$ cat src/rtl/dac_sched_pkg.sv
// Shared types and sizing helpers for the DAC frame scheduler.
// Imported by the interface, the serial shifter and the top level.
package dac_sched_pkg;

  localparam int DATA_W_DEF = 12;

  typedef enum logic [1:0] {
    ST_IDLE  = 2'd0,
    ST_SHIFT = 2'd1,
    ST_LOAD  = 2'd2
  } state_t;

  // Width of a counter that must hold values 0..max_val.
  function automatic int cnt_w(input int max_val);
    if (max_val <= 1) return 1;
    return $clog2(max_val + 1);
  endfunction

endpackage

$ cat src/rtl/dac_frame_scheduler_if.sv
// Bundle between the sample producers and the scheduler, including the DAC pins.
// The master side drives requests and data; the slave side is the scheduler.
interface dac_frame_scheduler_if
  import dac_sched_pkg::*;
#(
  parameter int NREQ   = 2,
  parameter int DATA_W = DATA_W_DEF
);
  logic                   en;
  logic [NREQ-1:0]        req;
  logic [NREQ*DATA_W-1:0] data;
  logic [NREQ-1:0]        grant;
  logic                   busy;
  logic                   sck;
  logic                   si;
  logic                   not_ld;
  logic [DATA_W-1:0]      pdata_mon;

  modport master (
    output en, req, data,
    input  grant, busy, sck, si, not_ld, pdata_mon
  );

  modport slave (
    input  en, req, data,
    output grant, busy, sck, si, not_ld, pdata_mon
  );
endinterface

$ cat src/rtl/dac_serial_shifter.sv
// Shifts one DAC word out MSB first with a divided serial clock.
// o_done is high on the edge that ends the last bit's high half.
module dac_serial_shifter
  import dac_sched_pkg::*;
#(
  parameter int DATA_W  = DATA_W_DEF,
  parameter int SCK_DIV = 4
)(
  input  logic              clk,
  input  logic              rst_n,
  input  logic              i_load,
  input  logic [DATA_W-1:0] i_data,
  output logic              o_sck,
  output logic              o_si,
  output logic              o_done
);
  localparam int BIT_W = cnt_w(DATA_W);
  localparam int PH_W  = cnt_w(SCK_DIV);

  logic [DATA_W-1:0] r_shreg;
  logic [BIT_W-1:0]  r_bit_cnt;
  logic [PH_W-1:0]   r_phase;
  logic              r_active;
  logic              r_sck;
  logic              r_si;
  logic              w_half_end;
  logic              w_last;

  assign w_half_end = r_active && (r_phase == PH_W'(SCK_DIV - 1));
  assign w_last     = w_half_end && r_sck && (r_bit_cnt == BIT_W'(DATA_W - 1));

  // si is only updated when sck falls, so it is stable across every rising edge.
  always_ff @(posedge clk or negedge rst_n) begin
    if (!rst_n) begin
      r_shreg   <= '0;
      r_bit_cnt <= '0;
      r_phase   <= '0;
      r_active  <= 1'b0;
      r_sck     <= 1'b0;
      r_si      <= 1'b0;
    end else if (i_load) begin
      r_shreg   <= {i_data[DATA_W-2:0], 1'b0};
      r_si      <= i_data[DATA_W-1];
      r_sck     <= 1'b0;
      r_phase   <= '0;
      r_bit_cnt <= '0;
      r_active  <= 1'b1;
    end else if (r_active) begin
      if (w_half_end) begin
        r_phase <= '0;
        if (!r_sck) begin
          r_sck <= 1'b1;
        end else if (w_last) begin
          r_sck    <= 1'b0;
          r_si     <= 1'b0;
          r_active <= 1'b0;
        end else begin
          r_sck     <= 1'b0;
          r_si      <= r_shreg[DATA_W-1];
          r_shreg   <= {r_shreg[DATA_W-2:0], 1'b0};
          r_bit_cnt <= r_bit_cnt + 1'b1;
        end
      end else begin
        r_phase <= r_phase + 1'b1;
      end
    end
  end

  assign o_sck  = r_sck;
  assign o_si   = r_si;
  assign o_done = w_last;

endmodule

$ cat src/rtl/dac_frame_scheduler.sv
// Round-robin scheduler sharing one serial DAC link between NREQ producers.
// Grants a requester, shifts its word out, then strobes not_ld to load the DAC.
module dac_frame_scheduler
  import dac_sched_pkg::*;
#(
  parameter int NREQ      = 2,
  parameter int DATA_W    = DATA_W_DEF,
  parameter int SCK_DIV   = 4,
  parameter int LD_CYCLES = 2
)(
  input  logic                  clk,
  input  logic                  rst_n,
  dac_frame_scheduler_if.slave  bus
);
  localparam int PTR_W = (NREQ > 1) ? $clog2(NREQ) : 1;
  localparam int LD_W  = cnt_w(LD_CYCLES);

  state_t            r_state, w_state_next;
  logic [PTR_W-1:0]  r_rr, w_rr_next;
  logic [NREQ-1:0]   r_grant, w_grant_next;
  logic              r_busy, w_busy_next;
  logic              r_not_ld, w_not_ld_next;
  logic [LD_W-1:0]   r_ld_cnt, w_ld_cnt_next;
  logic [DATA_W-1:0] r_pdata, w_pdata_next;

  logic              w_found;
  logic [PTR_W-1:0]  w_win;
  logic [PTR_W:0]    w_idx;
  logic [DATA_W-1:0] w_win_data;
  logic              w_start;
  logic              w_shift_done;

  // First set request at or after the pointer, wrapping past NREQ-1.
  always_comb begin
    w_found = 1'b0;
    w_win   = '0;
    w_idx   = '0;
    for (int k = 0; k < NREQ; k++) begin
      w_idx = {1'b0, r_rr} + (PTR_W+1)'(k);
      if (w_idx >= (PTR_W+1)'(NREQ)) w_idx = w_idx - (PTR_W+1)'(NREQ);
      if (!w_found && bus.req[w_idx[PTR_W-1:0]]) begin
        w_found = 1'b1;
        w_win   = w_idx[PTR_W-1:0];
      end
    end
  end

  assign w_win_data = bus.data[int'(w_win)*DATA_W +: DATA_W];

  always_comb begin
    w_state_next  = r_state;
    w_rr_next     = r_rr;
    w_grant_next  = '0;
    w_busy_next   = r_busy;
    w_not_ld_next = r_not_ld;
    w_ld_cnt_next = r_ld_cnt;
    w_pdata_next  = r_pdata;
    w_start       = 1'b0;
    case (r_state)
      ST_IDLE: begin
        if (bus.en && w_found) begin
          w_start      = 1'b1;
          w_grant_next = NREQ'(1'b1) << w_win;
          w_busy_next  = 1'b1;
          w_pdata_next = w_win_data;
          w_rr_next    = (w_win == PTR_W'(NREQ - 1)) ? '0 : w_win + 1'b1;
          w_state_next = ST_SHIFT;
        end
      end
      ST_SHIFT: begin
        if (w_shift_done) begin
          w_not_ld_next = 1'b0;
          w_ld_cnt_next = '0;
          w_state_next  = ST_LOAD;
        end
      end
      ST_LOAD: begin
        if (r_ld_cnt == LD_W'(LD_CYCLES - 1)) begin
          w_not_ld_next = 1'b1;
          w_busy_next   = 1'b0;
          w_state_next  = ST_IDLE;
        end else begin
          w_ld_cnt_next = r_ld_cnt + 1'b1;
        end
      end
      default: w_state_next = ST_IDLE;
    endcase
  end

  always_ff @(posedge clk or negedge rst_n) begin
    if (!rst_n) begin
      r_state  <= ST_IDLE;
      r_rr     <= '0;
      r_grant  <= '0;
      r_busy   <= 1'b0;
      r_not_ld <= 1'b1;
      r_ld_cnt <= '0;
      r_pdata  <= '0;
    end else begin
      r_state  <= w_state_next;
      r_rr     <= w_rr_next;
      r_grant  <= w_grant_next;
      r_busy   <= w_busy_next;
      r_not_ld <= w_not_ld_next;
      r_ld_cnt <= w_ld_cnt_next;
      r_pdata  <= w_pdata_next;
    end
  end

  dac_serial_shifter #(
    .DATA_W  (DATA_W),
    .SCK_DIV (SCK_DIV)
  ) u_shifter (
    .clk    (clk),
    .rst_n  (rst_n),
    .i_load (w_start),
    .i_data (w_win_data),
    .o_sck  (bus.sck),
    .o_si   (bus.si),
    .o_done (w_shift_done)
  );

  assign bus.grant     = r_grant;
  assign bus.busy      = r_busy;
  assign bus.not_ld    = r_not_ld;
  assign bus.pdata_mon = r_pdata;

endmodule
$ cat src/flat_wrapper.sv
// flat-port wrapper written by rule: the top's interface ports become plain ports
module dac_frame_scheduler_flat import dac_sched_pkg::*;
#(
  parameter int NREQ      = 2,
  parameter int DATA_W    = DATA_W_DEF,
  parameter int SCK_DIV   = 4,
  parameter int LD_CYCLES = 2
)
  (clk, rst_n, bus_en, bus_req, bus_data, bus_grant, bus_busy, bus_sck, bus_si, bus_not_ld, bus_pdata_mon);
  dac_frame_scheduler_if #(.NREQ(NREQ), .DATA_W(DATA_W)) bus_i ();
  input  logic clk;
  input  logic rst_n;
  input wire logic [$bits(bus_i.en)-1:0] bus_en;
  input wire logic [$bits(bus_i.req)-1:0] bus_req;
  input wire logic [$bits(bus_i.data)-1:0] bus_data;
  output wire logic [$bits(bus_i.grant)-1:0] bus_grant;
  output wire logic [$bits(bus_i.busy)-1:0] bus_busy;
  output wire logic [$bits(bus_i.sck)-1:0] bus_sck;
  output wire logic [$bits(bus_i.si)-1:0] bus_si;
  output wire logic [$bits(bus_i.not_ld)-1:0] bus_not_ld;
  output wire logic [$bits(bus_i.pdata_mon)-1:0] bus_pdata_mon;
  assign bus_i.en = bus_en;
  assign bus_i.req = bus_req;
  assign bus_i.data = bus_data;
  assign bus_grant = bus_i.grant;
  assign bus_busy = bus_i.busy;
  assign bus_sck = bus_i.sck;
  assign bus_si = bus_i.si;
  assign bus_not_ld = bus_i.not_ld;
  assign bus_pdata_mon = bus_i.pdata_mon;
  dac_frame_scheduler #(.NREQ(NREQ), .DATA_W(DATA_W), .SCK_DIV(SCK_DIV), .LD_CYCLES(LD_CYCLES)) u_core (.clk(clk), .rst_n(rst_n), .bus(bus_i));
endmodule
$ cat config.mk
export PLATFORM = sky130hd
export DESIGN_NAME = dac_frame_scheduler_flat
export DESIGN_NICKNAME = d
export VERILOG_FILES = /design/src/rtl/dac_sched_pkg.sv /design/src/rtl/dac_frame_scheduler_if.sv /design/src/rtl/dac_serial_shifter.sv /design/src/rtl/dac_frame_scheduler.sv /design/src/flat_wrapper.sv
export SDC_FILE = /design/constraint.sdc
export NUM_CORES = 1
export LEC_CHECK = 0
export CAP_MARGIN = 40
export CORE_MARGIN = 2
export CORE_UTILIZATION = 51
export DETAILED_ROUTE_END_ITERATION = 7
export GPL_TIMING_DRIVEN = 0
export PLACE_DENSITY = 0.9
export SYNTH_ARGS = -nofsm -noshare
export SYNTH_HDL_FRONTEND = slang
export SYNTH_HIERARCHICAL = 1
export SYNTH_SLANG_ARGS = --single-unit
$ cat constraint.sdc
create_clock -name clk -period 3.7 [get_ports clk]
set_clock_uncertainty 0.1 [all_clocks]
set_input_delay 1.11 -clock clk [delete_from_list [all_inputs] [get_ports clk]]
set_output_delay 1.11 -clock clk [all_outputs]
set_load 0.05 [all_outputs]
## Yosys cells after proc, flatten, opt, wreduce, memory -nomap -nowiden

Index checks and enable logic that the tools add are counted.

- Register bits: 43
- Output and inout port bits: 18
- Input port bits: 29

- $mul: 1
- Reductions and logical operators: 20
- Add/sub/neg operators: 7
- Equal/unequal tests: 10
- Shift-type cells: 2
- Mux-type cells: 55
- Magnitude comparators: 4

Operator list:

| cell | count |
|---|---|
| 2-to-1 mux 12 bit | 5 |
| indexed part select 24 x 32 -> 12 bit | 1 |
| 2-to-1 mux 1 bit | 31 |
| 2-to-1 mux 4 bit | 5 |
| AND reduction 3 bit | 5 |
| 2-to-1 mux 2 bit | 7 |
| nonzero test 2 bit | 5 |
| 2-to-1 mux 3 bit | 3 |
| != test 2 bit (second input constant) | 3 |
| case mux 2 bit (3 select lines) | 1 |
| logical AND 1 bit | 5 |
| adder 4 x 1 -> 4 bit (second input constant) | 1 |
| == test 2 x 1 -> 1 bit (second input constant) | 2 |
| == test 4 bit (second input constant) | 1 |
| less-than comparator 1 x 2 -> 1 bit (second input constant) | 2 |
| != test 2 x 1 -> 1 bit (second input constant) | 2 |
| case mux 1 bit (2 select lines) | 2 |
| case mux 2 bit (2 select lines) | 1 |
| AND reduction 2 bit | 2 |
| AND reduction 4 bit | 1 |
| adder 3 x 1 -> 3 bit (second input constant) | 1 |
| == test 3 x 2 -> 1 bit (second input constant) | 1 |
| multiplier 1 x 2 -> 3 bit (second input constant) | 1 |
| adder 1 x 1 -> 2 bit (second input constant) | 1 |
| 9 further kinds | 10 |

## Logic depth before layout (Yosys ltp)

Gate-level depths: netlist (run 1).

- Depth after elaboration: 13
- Mapped depth: 9

## Cells and area by module

The synthesis (run 1) kept the hierarchy.

By module, submodules not included:

| module | times used | cells an instance | sequential area each (um^2) | area an instance (um^2) |
|---|---|---|---|---|
| dac_frame_scheduler | 1 | 96 | 526.8 | 1177.4 |
| dac_serial_shifter | 1 | 121 | 525.5 | 1104.8 |

## Worst setup path after synthesis (run 1)

Ideal clock, no wire load.

- Path kind: input port to flip-flop
- From: input port bus_req[0]
- To: register u_core.u_shifter.r_shreg[2]
- Path slack: 1.230 ns
- Stages: 6
- Arrival time: 2.244 ns
- Cells stage by stage: nor2b_4 -> nand2b_4 -> buf_6 -> buf_6 -> mux2_4 -> a221o_1

RTL lines:

| item | RTL line | source |
|---|---|---|
| start, declared | flat_wrapper.sv:14 | `input wire logic [$bits(bus_i.req)-1:0] bus_req;` |
| 2-to-1 mux 1 bit (implied by the code) (2 in a row) | dac_frame_scheduler.sv:41 | `if (!w_found && bus.req[w_idx[PTR_W-1:0]]) begin` |
| 2-to-1 mux 1 bit | dac_frame_scheduler.sv:41 |  |
| logical NOT 1 bit | dac_frame_scheduler.sv:41 |  |
| logical AND 1 bit | dac_frame_scheduler.sv:41 |  |
| 2-to-1 mux 1 bit * | dac_frame_scheduler.sv:41 |  |
| multiplier 1 x 2 -> 3 bit * | dac_frame_scheduler.sv:48 | `assign w_win_data = bus.data[int'(w_win)*DATA_W +: DATA_W];` |
| indexed part select 24 x 32 -> 12 bit * | dac_frame_scheduler.sv:48 |  |
| named net u_core.w_win_data[1] | dac_frame_scheduler.sv:29 | `logic [DATA_W-1:0] w_win_data;` |
| 2-to-1 mux 12 bit * | dac_serial_shifter.sv:41 | `end else if (i_load) begin` |
| end signal, assigned | dac_serial_shifter.sv:42 | `r_shreg <= {i_data[DATA_W-2:0], 1'b0};` |
| end signal, assigned | dac_serial_shifter.sv:60 | `r_shreg <= {r_shreg[DATA_W-2:0], 1'b0};` |
| end, declared | dac_serial_shifter.sv:20 | `logic [DATA_W-1:0] r_shreg;` |

Mark *: on every way through the listed nets, which the timed path passes. The rest lies on a longest branch. The select of a mux whose other input is x is not followed.
A chain may end at the register's enable or synchronous reset.

## Worst setup path in the final report (run 1)

- From: input port bus_en
- To: register u_core.u_shifter.r_shreg[11]

- Cells in the longest elaborated chain, start to end: 5

RTL lines:

| item | RTL line | source |
|---|---|---|
| start, declared | flat_wrapper.sv:13 | `input wire logic [$bits(bus_i.en)-1:0] bus_en;` |
| logical AND 1 bit * | dac_frame_scheduler.sv:61 | `if (bus.en && w_found) begin` |
| 2-to-1 mux 1 bit * | dac_frame_scheduler.sv:61 |  |
| 2-to-1 mux 1 bit * | dac_frame_scheduler.sv:59 | `case (r_state)` |
| named net u_core.w_start | dac_frame_scheduler.sv:30 | `logic w_start;` |
| != test 2 bit (no line) / nonzero test 2 bit (equally long branches) | n/a |  |
| AND reduction 4 bit (no line) | n/a |  |

Mark *: on every way through the listed nets, which the timed path passes. The rest lies on a longest branch.

==> impl_metrics.csv, run 1 <==
group,metric,value,unit
critical_path,r2r_slack,1450,ps
critical_path,worstPathRequired,3840,ps
grt,grt_usage,23.1,%
grt,grt_max_degree,25,
clock_tree,postCtsSetupBuffers,0,
logic_synthesis,synth_area_leader_cell,"dfrtp_1",
finish,final_common_cell,"clkdlybuf4s50_1",
route,postRouteAntennaNets,0,
placement,dp_hpwl,3930,µm
pwr,power.density,709,nW/µm²
logic_synthesis,ys_types,44,
logic_synthesis,async_flop_share,100,%
sta,grt_setup_unrepaired,"no",
grt,antenna_found_initial,0,
finish,layout_common_cells,"clkdlybuf4s50_1 (45), dfrtp_1 (41), nand3_1 (22)",
critical_path,start_kind,"input pin",
critical_path,startpoint,"bus_en",
placement,portBuffers,46,
logic_synthesis,synthFlopType,"dfrtp_1",
grt,grt_first_pass_wirelength,9050,µm
sta,timing.hold.ws,413,ps
clock_tree,clk_latency,300,ps
route,first_pass_iters,4,
route,num_vias,1920,
sta,maxSlewHeadroom,66.3,%
floorplan,initial_core_util,52.8,%
logic_synthesis,syn_area_per_cell,10.5,µm²
critical_path,crit_path_max_fanout,16,
flow_run,maxCapViolCount,0,
logic_synthesis,synth_area,2280,µm²
sta,setup_viol,0,
critical_path,r2r_end,"u_core/u_shifter/r_shreg[11]",
finish,fill_cells,322,
grt,grt-ovfl-total,0,
sta,worstMarginPinSlew,505,ps
placement,place_ws,429,ps
logic_synthesis,synthCells,217,
logic_synthesis,synth_edf_count,0,
logic_synthesis,ys_warn_count,6,
critical_path,worst_path_max_delay_cell,"clkdlybuf4s50_1",
clock_tree,cts_tree,"yes",
sta,fmax,337,MHz
logic_synthesis,yosysTopAreaCellShare,45.0,%
finish,drive_above_1_share,13.2,%
critical_path,critPathKind,"input pin to register",
finish,instances_no_fill,324,
sta,fin_ws,730,ps
sta,period_share,80.3,%
finish,final_net_count,303,
clock_tree,cts.clk_slew.worst_paths,80,ps
clock_tree,cts-buffers-inserted,5,
sta,final_hold_viol_count,0,
critical_path,reg2reg_depth,9,
route,wl,5470,µm
placement,post-place-cells,316,
clock_tree,cts_hold_buf,0,
floorplan,die_h,70.9,µm
critical_path,worstPathArrival,3110,ps
grt,grt_pass1_vias,1932,
critical_path,worstReg2RegStart,"u_core/r_state[1]",
finish,n_antenna_cell,0,
critical_path,critPathMaxStageDelay,450,ps
clock_tree,clk_path_buf_depth,2,
worst_hold_path,hold_class,"register to register",
pwr,p_leak,1.22,nW
outcome,status,"finished, final reports clean",
logic_synthesis,synth-seq-cells,42,
logic_synthesis,ys_seq_area_share,46.1,%
sta,fin_setup_tns,0,ps
clock_tree,cts_resized,0,
clock_tree,htree_levels,2,
floorplan,rows,24,
route,detail_route.wl_per_cell,16.9,µm
clock_tree,root_buffer,"clkbuf_8",
logic_synthesis,yosys-top-cells-area,"dfrtp_1 (45%), nand3_1 (4.8%), mux2_4 (4.6%), a2bb2oi_1 (4.6%), o32ai_1 (4.6%)",
finish,area_growth,28.2,%
critical_path,crit_path_end_kind,"register",
route,drtIter0Drc,120,
floorplan,ios,47,
floorplan,coreArea,4320,µm²
placement,gp_congestion,0.797,
route,viasPerCell,5.93,
sta,period_needed,2970,ps
critical_path,worstSetupEndpoint,"u_core/u_shifter/r_shreg[11]",
floorplan,die_width,70.9,µm
logic_synthesis,synth_fp_nets,249,
critical_path,crit_chain,"clkdlybuf4s50_1 -> nor3b_4 -> o21ai_2 -> clkinv_4 -> buf_12 -> buf_2 -> buf_1 -> nand2_1 -> nand3_1",
floorplan,die-area,5030,µm²
route,drc,0,
sta,drv_slew,0,
clock_tree,cts_sinks,42,
pwr,worst_ir_drop_vdd,0.614,mV
==> Yosys cell counts, types with 4 or more instances <==
cell and count:
nor2b_1 11, nand3_1 22, buf_6 5, o32ai_1 12
mux2_1 5, buf_2 4, a21oi_1 12, clkbuf_1 6
inv_1 4, o21ai_0 17, dfrtp_1 41, nand3b_1 4
nand2_1 15, nor2_1 7, a2bb2oi_1 12, mux2_4 7
==> worst max-delay path: cells and delay by family <==
| family | cells | cell delay [ps] |
|---|---|---|
| buf+inv | 5 | 1320 |
| simple gates | 3 | 510 |
| compound gates | 1 | 160 |
==> cells by family after synthesis <==
group,after synthesis,synth area share (%)
multiplexers,13,7.57
adder cells (fa/ha/maj),3,1.64
AND/OR/NAND/NOR,76,19.8
flip-flops,42,46.1
buffers and inverters,23,6.58
XOR/XNOR,1,0.384
AO/OA/AOI/OAI,59,17.9
==> metrics by stage <==
step	cell area (µm²)	util, %	power, mW
floorplan	2280	-	1.44
global placement	2810	64.9	1.72
detailed placement	2830	65.5	1.76
CTS	2930	67.7	2.08
global route	2930	67.7	2.18
finish	2930	67.7	2.07
==> routing by layer <==
layer / vias to the layer above / global-route usage (%) / share of wire (%)
met3: 11 / 4.56 / 7.4
met4: 0 / 10.3 / 1.8
met5: - / 0 / 0
met2: 83 / 36.8 / 50
li1: 902 / - / -
met1: 924 / 31.0 / 41
==> layout make-up <==
| type | instances | area (µm²) | share of cell area, % |
|---|---|---|---|
| Timing Repair Buffer | 47 | 483 | 16.5 |
| Buffer | 17 | 123 | 4.19 |
| Clock inverter | 2 | 12.5 | 0.428 |
| Sequential cell | 42 | 1050 | 36.0 |
| Multi-Input combinational cell | 152 | 1080 | 36.9 |
| Inverter | 6 | 27.5 | 0.941 |
| Clock buffer | 6 | 82.6 | 2.82 |
| Tap cell | 52 | 65.1 | 2.22 |
==> worst min-delay path by stage <==
stage	from	to	slack (ps)	cells past startpoint
floorplan	u_core/u_shifter/r_shreg[11]	u_core/u_shifter/o_si	400	2
global placement	u_core/bus.busy	u_core/bus.busy	360	2
detailed placement	u_core/bus.busy	u_core/bus.busy	410	2
CTS	u_core/bus.busy	u_core/bus.busy	430	2
global route	u_core/bus.busy	u_core/bus.busy	470	2
finish	u_core/bus.busy	u_core/bus.busy	410	2
==> where the power goes <==
part	leakage [nW]	switching [mW]	internal [mW]
clock	0.0472	0.161	0.150
sequential	0.511	0.101	0.628
combinational	0.663	0.607	0.427
==> flip-flops by register name, indices dropped and copies added (netlist names) <==
name and flops:
u_core/bus.busy 1, u_core/u_shifter/r_phase 3, u_core/bus.grant 2, u_core/u_shifter/r_active 1, u_core/u_shifter/o_sck 1, u_core/bus.pdata_mon 12, u_core/u_shifter/o_si 1, u_core/r_ld_cnt 2
u_core/bus.not_ld 1, u_core/r_rr 1, u_core/r_state 2, u_core/u_shifter/r_bit_cnt 4, u_core/u_shifter/r_shreg 11
(Power assumes the default switching activity.)
==> inputs of run 2 (changes only) <==
Settings changed: CORE_UTILIZATION 51 to 46, PLACE_DENSITY 0.9 to 0.86.
Clock period 3.7 ns to 2.45 ns, I/O delays scaled along.
==> run 2 against run 1 <==
  * Core utilization fell by 5.1 points
  * Total power increased by 52%
  * Count of clock-buffer cells in the layout up 2
  * Via count fell by 2.3%
  * Critical path depth shrank 2
  * Setup slack worse by 650 ps
  * Critical path type unchanged
==> impl_metrics.csv, run 2 (synthesis results as in run 1) <==
group,metric,value,unit
outcome,status,"finished, final reports clean",
clock_tree,cts-buffers-inserted,5,
route,drc,0,
critical_path,worstPathRequired,2580,ps
placement,dp_hpwl,3850,µm
finish,post-route-util,62.6,%
finish,final_common_cell,"clkdlybuf4s50_1",
clock_tree,clk_path_buf_depth,2,
grt,grt_usage,20.2,%
clock_tree,cts.clk_slew.worst_paths,80,ps
sta,grt_setup_unrepaired,"no",
pwr,power.density,1060,nW/µm²
pwr,worst_ir_drop_vdd,0.779,mV
clock_tree,cts_sinks,42,
finish,n_antenna_cell,0,
flow_run,maxCapViolCount,0,
clock_tree,cts_tree,"yes",
grt,grt-ovfl-total,0,
sta,setup_viol,0,
finish,area_growth,30.3,%
critical_path,crit_chain,"clkdlybuf4s50_1 -> o21ai_4 -> clkinv_4 -> buf_12 -> buf_2 -> nor4b_1 -> a221o_1",
critical_path,crit_path_end_kind,"register",
worst_hold_path,hold_class,"input pin to async pin",
finish,drive_above_1_share,13.9,%
route,viasPerCell,5.51,
critical_path,worst_path_max_delay_cell,"clkdlybuf4s50_1",
route,num_vias,1875,
grt,grt_pass1_vias,1868,
finish,final_net_count,304,
floorplan,die_width,74.4,µm
critical_path,start_kind,"input pin",
route,drtIter0Drc,118,
floorplan,rows,25,
grt,grt_max_degree,29,
route,postRouteAntennaNets,0,
clock_tree,clk_latency,290,ps
critical_path,worstPathArrival,2500,ps
grt,antenna_found_initial,0,
floorplan,die_h,74.4,µm
finish,fill_cells,396,
sta,fmax,423,MHz
clock_tree,cts_hold_buf,0,
route,first_pass_iters,4,
sta,period_needed,2370,ps
sta,maxSlewHeadroom,66.0,%
placement,portBuffers,46,
floorplan,initial_core_util,48.0,%
finish,layout_common_cells,"clkdlybuf4s50_1 (42), dfrtp_1 (41), nand3_1 (22)",
critical_path,crit_path_max_fanout,16,
placement,gp_congestion,0.850,
critical_path,critPathMaxStageDelay,560,ps
clock_tree,htree_levels,2,
clock_tree,root_buffer,"clkbuf_8",
sta,period_share,96.6,%
sta,worstMarginPinSlew,508,ps
route,detail_route.wl_per_cell,15.4,µm
critical_path,critPathKind,"input pin to register",
sta,drv_slew,0,
floorplan,die-area,5540,µm²
floorplan,coreArea,4750,µm²
finish,largest_reg_flops,12,
pwr,p_leak,1.26,nW
grt,grt_first_pass_wirelength,8630,µm
floorplan,ios,47,
sta,fin_setup_tns,0,ps
sta,final_hold_viol_count,0,
route,wl,5240,µm
==> run 2: final timing paths <==
check	start	endpoint	slack, ps	cells after the start
max in group asynchronous	rst_n	u_core/bus.pdata_mon[6]	1550	2
min reg2reg	u_core/bus.busy	u_core/bus.busy	390	2
max	bus_req[1]	u_core/u_shifter/r_shreg[2]	80	7
min in group clk	u_core/bus.busy	u_core/bus.busy	390	2
max reg2reg	u_core/u_shifter/r_bit_cnt[0]	u_core/r_ld_cnt[1]	370	7
min	rst_n	u_core/u_shifter/r_phase[1]	240	1
==> run 2: layout make-up <==
cell class,count,area [µm²],area share (%)
Multi-Input combinational cell,152,1090,36.6
Sequential cell,42,1050,35.4
Timing Repair Buffer,49,494,16.6
Buffer,16,119,4.00
Clock buffer,8,110,3.70
Tap cell,67,83.8,2.82
Inverter,6,27.5,0.926
==> run 2: report_power, final <==
| part | internal (mW) | switching (mW) |
|---|---|---|
| combinational | 0.646 | 0.903 |
| clock | 0.284 | 0.221 |
| sequential | 0.948 | 0.155 |
==> run 2: routing by layer <==
layer | vias to the layer above | routed length, µm | GRT usage [%] | part of all wire (%)
li1 | 907 | - | - | -
met1 | 909 | 2300 | 26.8 | 44
met2 | 47 | 2610 | 32.2 | 50
met3 | 12 | 218 | 5.01 | 4.2
met4 | 0 | 112 | 7.74 | 2.1
met5 | - | 0 | 0 | 0
==> run 2: critical path: cells and delay by family <==
| kind | cells | cell delay [ps] |
|---|---|---|
| AOI/OAI and AO/OA | 2 | 450 |
| buffers and inverters | 4 | 1000 |
| and+or+nand+nor | 1 | 310 |
==> run 2: what timing repair did <==
item,in CTS,in global routing
setup endpoints to repair,12,4
gates cloned,0,0
gates resized for setup,2,5
buffers inserted,0,2
==> run 2: through the flow <==
step	cells	setup slack [ps]	cell area (µm²)	total power, mW	hold slack, ps
2_1_floorplan	217	355	2280	2.17	339
3_3_place_gp	330	-493	2830	2.61	362
3_5_place_dp	331	-427	2840	2.65	374
4_1_cts	338	20.5	2940	3.17	247
5_1_grt	340	3.36	2970	3.35	255
6_report	340	84.3	2970	3.16	241
==> inputs of run 3 (changes only) <==
Settings changed: ABC_AREA from default to 1, SKIP_CTS_REPAIR_TIMING from default to 1.
==> run 3 against run 2 <==
  * First-iteration DRC count up 11%
  * Sequential cell count unchanged
  * Core utilization about the same
  * Synthesized cell count up 35%
  * Critical path depth down 6
  * Cell count up 22%
  * Critical path type is now register to output pin
==> impl_metrics.csv, run 3 <==
group,metric,value,unit
finish,final_net_count,379,
route,drtIter0Drc,131,
floorplan,rows,25,
floorplan,die-area,5610,µm²
placement,portBuffers,46,
route,wl,5030,µm
floorplan,die_width,74.9,µm
logic_synthesis,synth_commonest_cells,"nand2_1 (122), dfrtp_1 (41), inv_1 (35)",
grt,grt_pass1_vias,2007,
pwr,power.density,448,nW/µm²
logic_synthesis,ys_seq_area_share,45.5,%
critical_path,path_buf_inv,1,
sta,fin_setup_tns,0,ps
logic_synthesis,syn_area_per_cell,7.89,µm²
logic_synthesis,synth_edf_count,0,
route,drc,0,
finish,final_area,2990,µm²
clock_tree,root_buffer,"clkbuf_8",
pwr,p_leak,1.61,nW
critical_path,critPathKind,"register to output pin",
finish,n_antenna_cell,0,
clock_tree,cts_tree,"yes",
critical_path,crit_path_max_fanout,2,
logic_synthesis,synth.most_common_cell,"nand2_1",
floorplan,ios,47,
critical_path,start_kind,"register",
logic_synthesis,synthFlopType,"dfrtp_1",
sta,setup_viol,0,
finish,post-route-util,62.5,%
sta,grt_setup_unrepaired,"no",
placement,dp_hpwl,3900,µm
logic_synthesis,synth-seq-cells,42,
finish,layout_common_cells,"nand2_1 (122), clkdlybuf4s50_1 (43), dfrtp_1 (41)",
route,num_vias,1996,
logic_synthesis,synth_area,2310,µm²
clock_tree,cts-buffers-inserted,5,
route,postRouteAntennaNets,0,
grt,grt-ovfl-total,0,
clock_tree,clk_latency,290,ps
critical_path,crit_path_end_kind,"output pin",
route,viasPerCell,4.81,
logic_synthesis,yosys-top-cells-area,"dfrtp_1 (44%), nand2_1 (20%), inv_1 (5.7%), nand3_1 (5.2%), nand3_2 (3.9%)",
floorplan,initial_core_util,48.3,%
sta,fin_ws,124,ps
sta,worstMarginPinSlew,530,ps
grt,grt_usage,20.7,%
route,detail_route.wl_per_cell,12.1,µm
logic_synthesis,ys_warn_count,6,
placement,gp_congestion,0.786,
clock_tree,cts.clk_slew.worst_paths,80,ps
outcome,status,"finished, final reports clean",
clock_tree,htree_levels,2,
pwr,worst_ir_drop_vdd,0.251,mV
critical_path,worst_path_max_delay_cell,"clkdlybuf4s50_1",
placement,place_ws,-282,ps
finish,largest_reg_flops,12,
critical_path,worstPathArrival,1490,ps
sta,period_needed,2330,ps
placement,place_area,2870,µm²
logic_synthesis,synth_area_leader_cell,"dfrtp_1",
logic_synthesis,synthCells,293,
sta,period_share,94.9,%
worst_hold_path,hold_class,"input pin to async pin",
sta,maxSlewHeadroom,64.5,%
logic_synthesis,yosysTopAreaCellShare,44.4,%
critical_path,critPathMaxStageDelay,810,ps
clock_tree,clk_path_buf_depth,2,
critical_path,crit_chain,"clkdlybuf4s50_1",
floorplan,coreArea,4790,µm²
sta,fmax,430,MHz
logic_synthesis,async_flop_share,100,%
sta,drv_slew,0,
grt,grt_max_degree,26,
floorplan,die_h,74.9,µm
critical_path,worstPathRequired,1620,ps
flow_run,maxCapViolCount,0,
critical_path,cp_top_family,"buffers and inverters",
clock_tree,cts_sinks,42,
finish,final_common_cell,"nand2_1",
finish,drive_above_1_share,12.9,%
finish,area_growth,29.5,%
logic_synthesis,ys_types,29,
grt,grt_first_pass_wirelength,8830,µm
route,first_pass_iters,4,
logic_synthesis,synth_fp_nets,325,
sta,final_hold_viol_count,0,
grt,antenna_found_initial,0,
==> run 3: cell count changes after synthesis, sizes merged, moves of 11 or more <==
cell,delta
nor2b,-12
o32ai,-12
o21ai,-11
inv,+32
nand2,+113
nand3,+12
mux2,-13
and2,+11
a2bb2oi,-12
==> run 3: cell families (layout without fill, tap and decap cells) <==
logic type               after synthesis  in the layout  share of synthesized area (%)
AND/OR/NAND/NOR                      189            189                           39.1
buffers and inverters                 47            102                           9.80
flip-flops                            42             42                           45.5
AO/OA/AOI/OAI                         11             11                           3.57
adder cells (fa/ha/maj)                3              3                           1.62
XOR/XNOR                               1              1                          0.379
==> run 3: final timing paths <==
kind                            slack [ps]               startpoint  cells after the start                          end
min in group clk                       360        u_core/bus.not_ld                      2            u_core/bus.not_ld
worst min-delay path                   270                    rst_n                      1           u_core/r_ld_cnt[0]
worst max register to register         540        u_core/r_state[0]                     10  u_core/u_shifter/r_shreg[4]
worst max-delay path                   120  u_core/bus.pdata_mon[8]                      1             bus_pdata_mon[8]
max in group asynchronous             1490                    rst_n                      2  u_core/u_shifter/r_shreg[4]
worst min register to register         360        u_core/bus.not_ld                      2            u_core/bus.not_ld
==> run 3: area by class of cell <==
type | instances | area [µm²]
clock buffer | 6 | 72.6
tap | 67 | 83.8
timing repair buffer | 47 | 480
clock inverter | 2 | 37.5
multi-input combinational | 204 | 1030
buffer | 10 | 92.6
inverter | 37 | 141
fill | 392 | 1790
sequential | 42 | 1050
==> run 3: stage by stage <==
stage	std cells	hold WS, ps	power [mW]
2_1_floorplan	293	339	0.746
3_3_place_gp	406	352	0.813
3_5_place_dp	407	354	0.819
4_1_cts	415	277	1.36
5_1_grt	415	297	1.39
6_report	415	269	1.34
==> run 3: power breakdown <==
part	switching (mW)	leakage, nW	internal [mW]	total, mW
logic	0.0515	1.01	0.0594	0.111
registers	0	0.547	0.693	0.693
clock network	0.233	0.0514	0.304	0.537
==> run 3: metal layers <==
metal  part of all wire (%)  track usage, %  vias up
met5                      0               0        -
met4                    1.2            6.94        0
met3                    4.4            3.88        6
met2                     49            34.2       45
met1                     46            27.5      943
li1                       -               -     1002
